## config.mk

```make
export PLATFORM = sky130hd
export DESIGN_NAME = mem_stage
export DESIGN_NICKNAME = d
export VERILOG_FILES = /design/src/rtl/mem_stage.sv
export SDC_FILE = /design/constraint.sdc
export NUM_CORES = 1
export LEC_CHECK = 0
export CAP_MARGIN = 20
export CORE_AREA = 2 2 162 164
export CTS_BUF_LIST = sky130_fd_sc_hd__clkbuf_8
export DETAILED_ROUTE_END_ITERATION = 8
export DIE_AREA = 0 0 164 166
export SETUP_SLACK_MARGIN = 0.15
export SLEW_MARGIN = 20
export SYNTH_ARGS = -nofsm -noshare
export SYNTH_HDL_FRONTEND = slang
export SYNTH_SLANG_ARGS = --single-unit
```

## constraint.sdc

```tcl
create_clock -name clk -period 3.34 [get_ports clk]
set_clock_uncertainty 0.05 [all_clocks]
set_input_delay 0.334 -clock clk [delete_from_list [all_inputs] [get_ports clk]]
set_output_delay 0.334 -clock clk [all_outputs]
set_load 0.01 [all_outputs]
```

## src/rtl/mem_stage.sv

```systemverilog
// MEM pipeline stage: drives the synchronous data RAM, waits out load latency,
// extends load data and forwards the result bus to WB with bypass taps.
`timescale 1ns/1ps

module mem_stage (
  input  logic         clk,
  input  logic         reset,
  input  logic         MEM_valid,
  input  logic         next_allow_in,
  input  logic [153:0] EXE_MEM_bus_r,
  output logic [31:0]  dm_addr,
  output logic [3:0]   dm_wen,
  output logic [31:0]  dm_wdata,
  input  logic [31:0]  dm_rdata,
  output logic         MEM_over,
  output logic [117:0] MEM_WB_bus,
  output logic [4:0]   MEM_wdest,
  output logic         MEM_wen,
  output logic [31:0]  MEM_wdata
);

  typedef enum logic [1:0] {
    IDLE      = 2'd0,
    LOAD_WAIT = 2'd1,
    DONE      = 2'd2
  } state_e;

  // Everything below exe_result travels to WB untouched.
  typedef struct packed {
    logic        inst_load;
    logic        inst_store;
    logic        ls_word;
    logic        lb_sign;
    logic [31:0] store_data;
    logic [31:0] exe_result;
    logic [85:0] wb_fields;
  } exe_mem_bus_t;

  exe_mem_bus_t bus;
  state_e       state_q, state_d;
  logic [31:0]  load_data_q, load_data_d;
  logic         capture;
  logic [3:0]   store_wen;
  logic [7:0]   load_byte;
  logic [31:0]  load_ext;
  logic [31:0]  mem_result;

  assign bus = exe_mem_bus_t'(EXE_MEM_bus_r);

  assign store_wen = bus.ls_word ? 4'hF : (4'b0001 << bus.exe_result[1:0]);

  // NOTE: every combinational output gets a default first so no path
  // through the case statement leaves a value unassigned (no latches).
  always_comb begin
    state_d  = state_q;
    MEM_over = 1'b0;
    dm_wen   = 4'h0;
    capture  = 1'b0;
    if (!MEM_valid) begin
      state_d = IDLE;
    end else begin
      unique case (state_q)
        IDLE: begin
          if (bus.inst_load) begin
            state_d = LOAD_WAIT;
          end else begin
            MEM_over = 1'b1;
            state_d  = next_allow_in ? IDLE : DONE;
            if (bus.inst_store) dm_wen = store_wen;
          end
        end
        LOAD_WAIT: begin
          capture = 1'b1;
          state_d = DONE;
        end
        DONE: begin
          MEM_over = 1'b1;
          if (next_allow_in) state_d = IDLE;
        end
        default: state_d = IDLE;
      endcase
    end
    // Reset dominates any in-flight instruction: no write, no completion.
    if (reset) begin
      MEM_over = 1'b0;
      dm_wen   = 4'h0;
    end
  end

  assign load_data_d = capture ? dm_rdata : load_data_q;

  // NOTE: state registers use non-blocking assignments so every flop samples
  // pre-edge values regardless of statement order.
  always_ff @(posedge clk) begin
    if (reset) begin
      state_q     <= IDLE;
      load_data_q <= '0;
    end else begin
      state_q     <= state_d;
      load_data_q <= load_data_d;
    end
  end

  always_comb begin
    load_byte = 8'h00;
    unique case (bus.exe_result[1:0])
      2'd0: load_byte = load_data_q[7:0];
      2'd1: load_byte = load_data_q[15:8];
      2'd2: load_byte = load_data_q[23:16];
      2'd3: load_byte = load_data_q[31:24];
      default: load_byte = load_data_q[7:0];
    endcase
  end

  assign load_ext   = bus.ls_word ? load_data_q
                    : {{24{bus.lb_sign & load_byte[7]}}, load_byte};
  assign mem_result = bus.inst_load ? load_ext : bus.exe_result;

  assign dm_addr  = bus.exe_result;
  assign dm_wdata = bus.ls_word ? bus.store_data : {4{bus.store_data[7:0]}};

  assign MEM_WB_bus = {mem_result, bus.wb_fields};

  // Bypass taps: rf_wen sits at bit 37 and rf_wdest at [36:32] of the WB fields.
  assign MEM_wdest = bus.wb_fields[36:32] & {5{MEM_valid}};
  assign MEM_wen   = bus.wb_fields[37] & MEM_valid;
  assign MEM_wdata = mem_result;

endmodule

```

==> summary.md, run 1 <==
| Metric | Value |
|---|---|
| Initial Utilization | 13.6% |
| Die Area | between 0.02 and 0.03 sq mm |
| Detailed Route WL | 16,100 microns |
| Hpwl dp | 13,700 microns |
| R2r startpoint | state_q[0] |
| Final period util | 87.8% |
| Initial antenna violation count | 7 |
| P_leak | 1.93 nW |
| Maxcap violations | 0 |
| Hold Path Origin | load_data_q[0] |
| Largest net degree at the start of global routing | 48 |
| Layout cell share with drive strength beyond 1 | 4.30% |
| Total clock buffers created by CTS | 5 |
| Setup TNS | 0 ps |
| Seq pwr share | between 30% and 40% |
| Outcome | complete, no violations |
| Total Power | 0.00134 W |
| Grt ovf | 0 |
| HP Class | reg2reg |
| Slew @ Worst Pin | 498 ps |
| Met3 Routed Length | 1620 microns |
| Syn Nets | 711 |
| Clk pwr share | between 20% and 30% |
| VDD IR max | 0.000132 V |
| Via/cell ratio | 3.71 |
| Min Clock Period, post-route | 2930 ps |
| Worst Path Required | between 2000 and 3000 ps |
| Cell Rows | 59 |
| Pre-antenna DRT Iters | 4 |
| # DRC | 0 |
| Internal | 0.000930 W |
| Synthesis Warnings | 0 |
| Clk slew on worst S/H paths | about 70 ps |
| Number of global-route vias before repair | 3,449 |
| Net Sw Frac | between 30 and 40% |
| Max-slew violation count | 0 |
| Initial DRC Count | approximately 140 |
| Reg2reg setup slack | 2080 ps |
| Rel. slew slack | 66.8% |
| Hold slack | 407 ps |
| Finished layout cell area | 0.00531 sq mm |
| # Post-CTS Setup Buffers | 0 |
| Uppermost layer routed | met5 |
| Nets | 793 |
| RSZ-0062 raised after global routing | false |
| Vias | between 3,000 and 4,000 |
| First-pass GRT wire length | 22,500 microns |
| Sw Pwr | 0.000409 W |
| Cts hold-fix bufs | 0 |
| Global router's overall resource usage | 11.3% |
| Fin. Hold Viols | 0 |
| Antenna viol nets, final | 0 |
| Metal-1 WL | 6550 microns |
| Post-Route Utilization | 20.7% |
| Comb pwr share | 44.7% |
| Fraction of the yosys area taken by sequential cells | between 10% and 20% |
| Max Clock Freq | 0.341 GHz |
| CTS tree | yes |
| Crit-path max FO | 9 |
| WL per Instance | 17.0 microns |
| Mean Syn Cell Area | 6.68 sq um |
| CTS Root Buffer Type | clkbuf_8 |
| Crit Path Class | in2out |
| Clock Path Buffers | 2 |
| Arr. time, crit path | 2550 ps |
| Die Ht | between 150 and 200 microns |
| Final setup vio count | 0 |
| Clock sinks | 34 |
| Cts repair resizes | 0 |
| Worst setup SP type | primary input |
| Post-Syn Area | 0.00348 sq mm |
| Post-synthesis register bit count | 34 |
| Synthesized instance count | ~520 |
| CTS H-tree lvls | 2 |
| Syn-to-layout area delta | 52.6% |
| Placed instance area | 0.00521 sq mm |
| Crit. Startpoint | EXE_MEM_bus_r[86] |
| Gpl congestion | between 0.7 and 0.8 |
| Core area | 0.0256 sq mm |
| Io pins | 415 |
| Post-synth cell types | 28 |
| Die width | 164 microns |
| Clk Latency, worst-skew pair | 290 ps |
| Number of port buffers | 254 |
| Kind of capture point of the worst setup path | output pin |
| Pwr dens | 252 mW/mm^2 |
| Met2 WL | 7340 microns |
[cell usage after synthesis]
cell type,count,area (sq um)
buf_1,1,3.75
buf_6,2,22.5
buf_2,8,40.0
o2bb2ai_1,7,61.3
nand2_1,144,541
clkbuf_1,21,78.8
inv_1,3,11.3
nor3b_1,7,52.6
nand2b_1,4,25.0
a21oi_1,35,175
mux2i_1,7,70.1
a22oi_4,1,21.3
nor3b_2,1,12.5
dfxtp_1,34,681
a211oi_1,7,52.6
mux2_2,2,22.5
nor2_1,35,131
o22ai_1,1,6.26
buf_4,159,1190
o31a_1,1,8.76
nor2b_1,1,6.26
nand3b_1,2,15.0
nor4b_1,1,8.76
and2_1,7,43.8
and3b_1,2,17.5
nand3_1,2,10.0
a31oi_1,25,156
o21ba_2,1,10.0
[layout make-up]
| type | instances | area [sq um] |
|---|---|---|
| diodes | 4 | 10.0 |
| clock buffers | 6 | 82.6 |
| clock inverters | 2 | 8.76 |
| fillers | 2819 | 20300 |
| inverters | 3 | 11.3 |
| multi-input cells | 293 | 1450 |
| flip-flops and latches | 34 | 681 |
| well taps | 335 | 419 |
| repair buffers | 266 | 2650 |
[worst max-delay path, cell delays in order]
cell and delay [ps]:
clkdlybuf4s50_1 570, buf_4 250, o21ba_2 280, nand2b_1 190, a31oi_1 220, buf_4 170, clkdlybuf4s50_1 530
[through the flow]
step / cells / worst slack [ps]
after floorplan: 521 / 1440
after global placement: 931 / 365
after detailed placement: 931 / 365
after CTS: 939 / 365
after global routing: 939 / 239
final: 943 / 407
[power by group through the flow]
stage	logic (W)	clock network, W	registers, W
final	0.000598	0.000318	0.000423
after global routing	0.000643	0.000347	0.000425
after CTS	0.000606	0.000332	0.000424
after detailed placement	0.000604	0	0.000433
after global placement	0.000601	0	0.000434
after floorplan	0.000370	0	0.000427
[cells in the final DEF (no fill, tap or decap), drive strengths merged, types with 2 or more instances in the layout]
master           n
o2bb2ai          7
nor3b            8
nand2b           4
inv              4
mux2             2
clkbuf           6
and3b            2
dfxtp           34
nand2          144
a211oi           7
a31oi           25
nand3            2
mux2i            7
clkdlybuf4s50  252
buf             14
a21oi           35
nor2            35
diode            4
nand3b           2
and2             7
[cell families (layout without fill, tap and decap cells)]
group,Yosys count,after routing,synth area share [%]
DFF,34,34,19.6
buffers and inverters,194,277,38.8
AOI/OAI and AO/OA,78,78,14.1
muxes,9,9,2.66
and+or+nand+nor,206,206,24.8
other,0,4,0
[metal layers]
layer | vias up | track usage (%)
met2 | 163 | 18.5
met3 | 53 | 5.04
li1 | 1706 | -
met1 | 1573 | 12.9
met4 | 6 | 4.31
met5 | - | 0
[sequential cells by signal, summed over array words and instances (netlist names)]
| signal | flops |
|---|---|
| state_q | 2 |
| load_data_q | 32 |
[final timing paths]
kind / end / depth (start not counted)
hold reg to reg: load_data_q[0] / 2
setup reg to reg: load_data_q[15] / 4
setup / recovery: MEM_wdata[7] / 7
hold / removal: load_data_q[0] / 2
Power figures use the tool's default switching activity.
==> run 2, diff against run 1 <==
Settings changed: REMOVE_ABC_BUFFERS set to 1.
==> summary.md, run 2 (same netlist as run 1, synthesis figures left out) <==
| Metric | Value |
|---|---|
| Grt met1 use | 18.9% |
| Max Clock Freq | around 0.33 GHz |
| Hold Path Origin | reset |
| Cts hold-fix bufs | 0 |
| WL per Instance | 26.5 microns |
| Number of port buffers | ~250 |
| Crit path max-delay cell type | clkdlybuf4s50_1 |
| Initial DRC Count | 149 |
| FF-to-FF End | load_data_q[3] |
| Cell Rows | 59 |
| # DRC | 0 |
| CTS Root Buffer Type | clkbuf_8 |
| Critical-path cell list | clkdlybuf4s50_1 > mux2_2 > a22oi_4 > buf_4 > a31oi_1 > clkdlybuf4s50_1 |
| Global router's overall resource usage | 17.4% |
| Worst hold endpoint | state_q[0] |
| Hold slack | between 300 and 400 ps |
| Total clock buffers created by CTS | 5 |
| Largest registers | load_data_q (32), state_q (2) |
| Core area | 0.0256 sq mm |
| Initial Utilization | 13.6% |
| Detailed Route WL | 25,000 microns |
| First-pass GRT wire length | about 32,000 microns |
| Inst Count DP | just over 900 |
| CP delay by family, top | buffers and inverters |
| Nets | around 800 |
| Reg2reg setup slack | 2040 ps |
| Die width | 164 microns |
| Number of global-route vias before repair | 3,816 |
| Met2 usage | around a quarter |
| Finished layout cell area | about 0.0053 sq mm |
| Fin. Hold Viols | 0 |
| Arr. time, crit path | 2650 ps |
| Pre-antenna DRT Iters | 4 |
| Clk Latency, worst-skew pair | ~300 ps |
| P_leak | ~2.0 nW |
| Setup ws final | a little over 300 ps |
| Worst Hold Depth | 3 |
| Placement Setup Slack | roughly 160 ps |
| Grt ovf | 0 |
| Final setup vio count | 0 |
| Worst setup SP type | primary input |
| R2r startpoint | state_q[0] |
| Clock Path Buffers | 2 |
| Kind of capture point of the worst setup path | output pin |
| CTS H-tree lvls | 2 |
| Critical Path Most Common Cell | clkdlybuf4s50_1 |
| Clk slew on worst S/H paths | approximately 80 ps |
| Worst path max stage delay | 680 ps |
| Outcome | complete, no violations |
| Crit-path max FO | 17 |
| Slew @ Worst Pin | about 830 ps |
| Hpwl dp | 20,500 microns |
| Worst Path Buf+Inv | 3 |
| Most common cell after layout, fill and taps aside | clkdlybuf4s50_1 |
| Worst Path Required | approximately 3000 ps |
| Grt met3 use | ~18% |
| Layout cell share with drive strength beyond 1 | between 5 and 6% |
| RSZ-0062 raised after global routing | false |
| Rel. slew slack | roughly 44% |
| Via/cell ratio | between 4 and 5 |
| Initial antenna violation count | 0 |
| Pwr dens | around 280 mW/mm^2 |
| Setup TNS | 0 ps |
| Most frequent cells in the layout | 251 x clkdlybuf4s50_1, 144 x nand2_1, 35 x a21oi_1, 35 x nor2_1, 34 x dfxtp_1 |
| Die Area | around 0.027 sq mm |
| Max FFs per register | 32 |
| N_diodes | 0 |
| Final period util | 90.7% |
| Antenna viol nets, final | 0 |
| Biggest register | load_data_q |
| # Post-CTS Setup Buffers | 0 |
| Maxcap violations | 0 |
| Min Clock Period, post-route | 3030 ps |
| CTS tree | yes |
| Worst r2r path cells | 4 |
| Clock sinks | 34 |
| HP Class | in2reg |
| Placed instance area | 0.00520 sq mm |
| Fin cells | 942 |
| Die Ht | 166 microns |
| Io pins | 415 |
| Vias | 3,852 |
| Crit Path Class | in2out |
| Gpl congestion | 0.726 |
| VDD IR max | 0.000150 V |
| Largest net degree at the start of global routing | 47 |
| Global route hottest layer | met2 |
| Syn-to-layout area delta | 53.5% |
| Max-slew violation count | 0 |
## run 2: tightest hold or removal path, delay by kind of cell
kind | cells | cell delay, ps
AND/OR/NAND/NOR | 2 | 220
buffers and inverters | 1 | 120
## run 2: area by class of cell
type / count / area, sq um
inverters: 3 / 11.3
repair buffers: 269 / 2640
multi-input cells: 293 / 1450
clock buffers: 5 / 68.8
flip-flops and latches: 34 / 681
clock inverters: 3 / 68.8
well taps: 335 / 419
fillers: 2889 / 20300
## run 2: worst max-delay path by stage
stage                            startpoint               to  slack [ps]  depth (start not counted)
after floorplan           EXE_MEM_bus_r[87]  MEM_WB_bus[100]        1570                          3
after global placement    EXE_MEM_bus_r[86]   MEM_WB_bus[92]         190                          7
after detailed placement  EXE_MEM_bus_r[86]     MEM_wdata[6]         160                          7
after CTS                 EXE_MEM_bus_r[86]     MEM_wdata[6]         150                          7
after global routing      EXE_MEM_bus_r[87]   MEM_WB_bus[92]         230                          7
final                     EXE_MEM_bus_r[87]  MEM_WB_bus[103]         310                          6
## run 2: repair_timing
item                                    CTS  global route
gates resized for setup                   0             1
hold endpoints to repair                  0             0
endpoints found under the setup margin    0             2
## run 2: power by group
| part | internal (W) | leakage [nW] | switching (W) |
|---|---|---|---|
| Sequential | 0.000414 | 0.275 | 0.00000719 |
| Combinational | 0.000353 | 1.61 | 0.000261 |
| Clock | 0.000300 | 0.0683 | 0.000185 |
| Total | 0.00107 | 1.95 | 0.000453 |
## run 2: layer usage
layer,wire [microns],share of wire (%),up-vias
li1,-,-,1699
met1,9580,38,1721
met2,9720,39,413
met3,5400,22,15
met4,149,0.60,4
met5,150,0.60,-
## run 2: stage by stage
| step | power (W) | util, % |
|---|---|---|
| after global placement | 0.00105 | 20.3 |
| after detailed placement | 0.00105 | 20.3 |
| after global routing | 0.00159 | 20.8 |
| final | 0.00152 | 20.8 |
| after floorplan | 0.000571 | - |
| after CTS | 0.00155 | 20.8 |
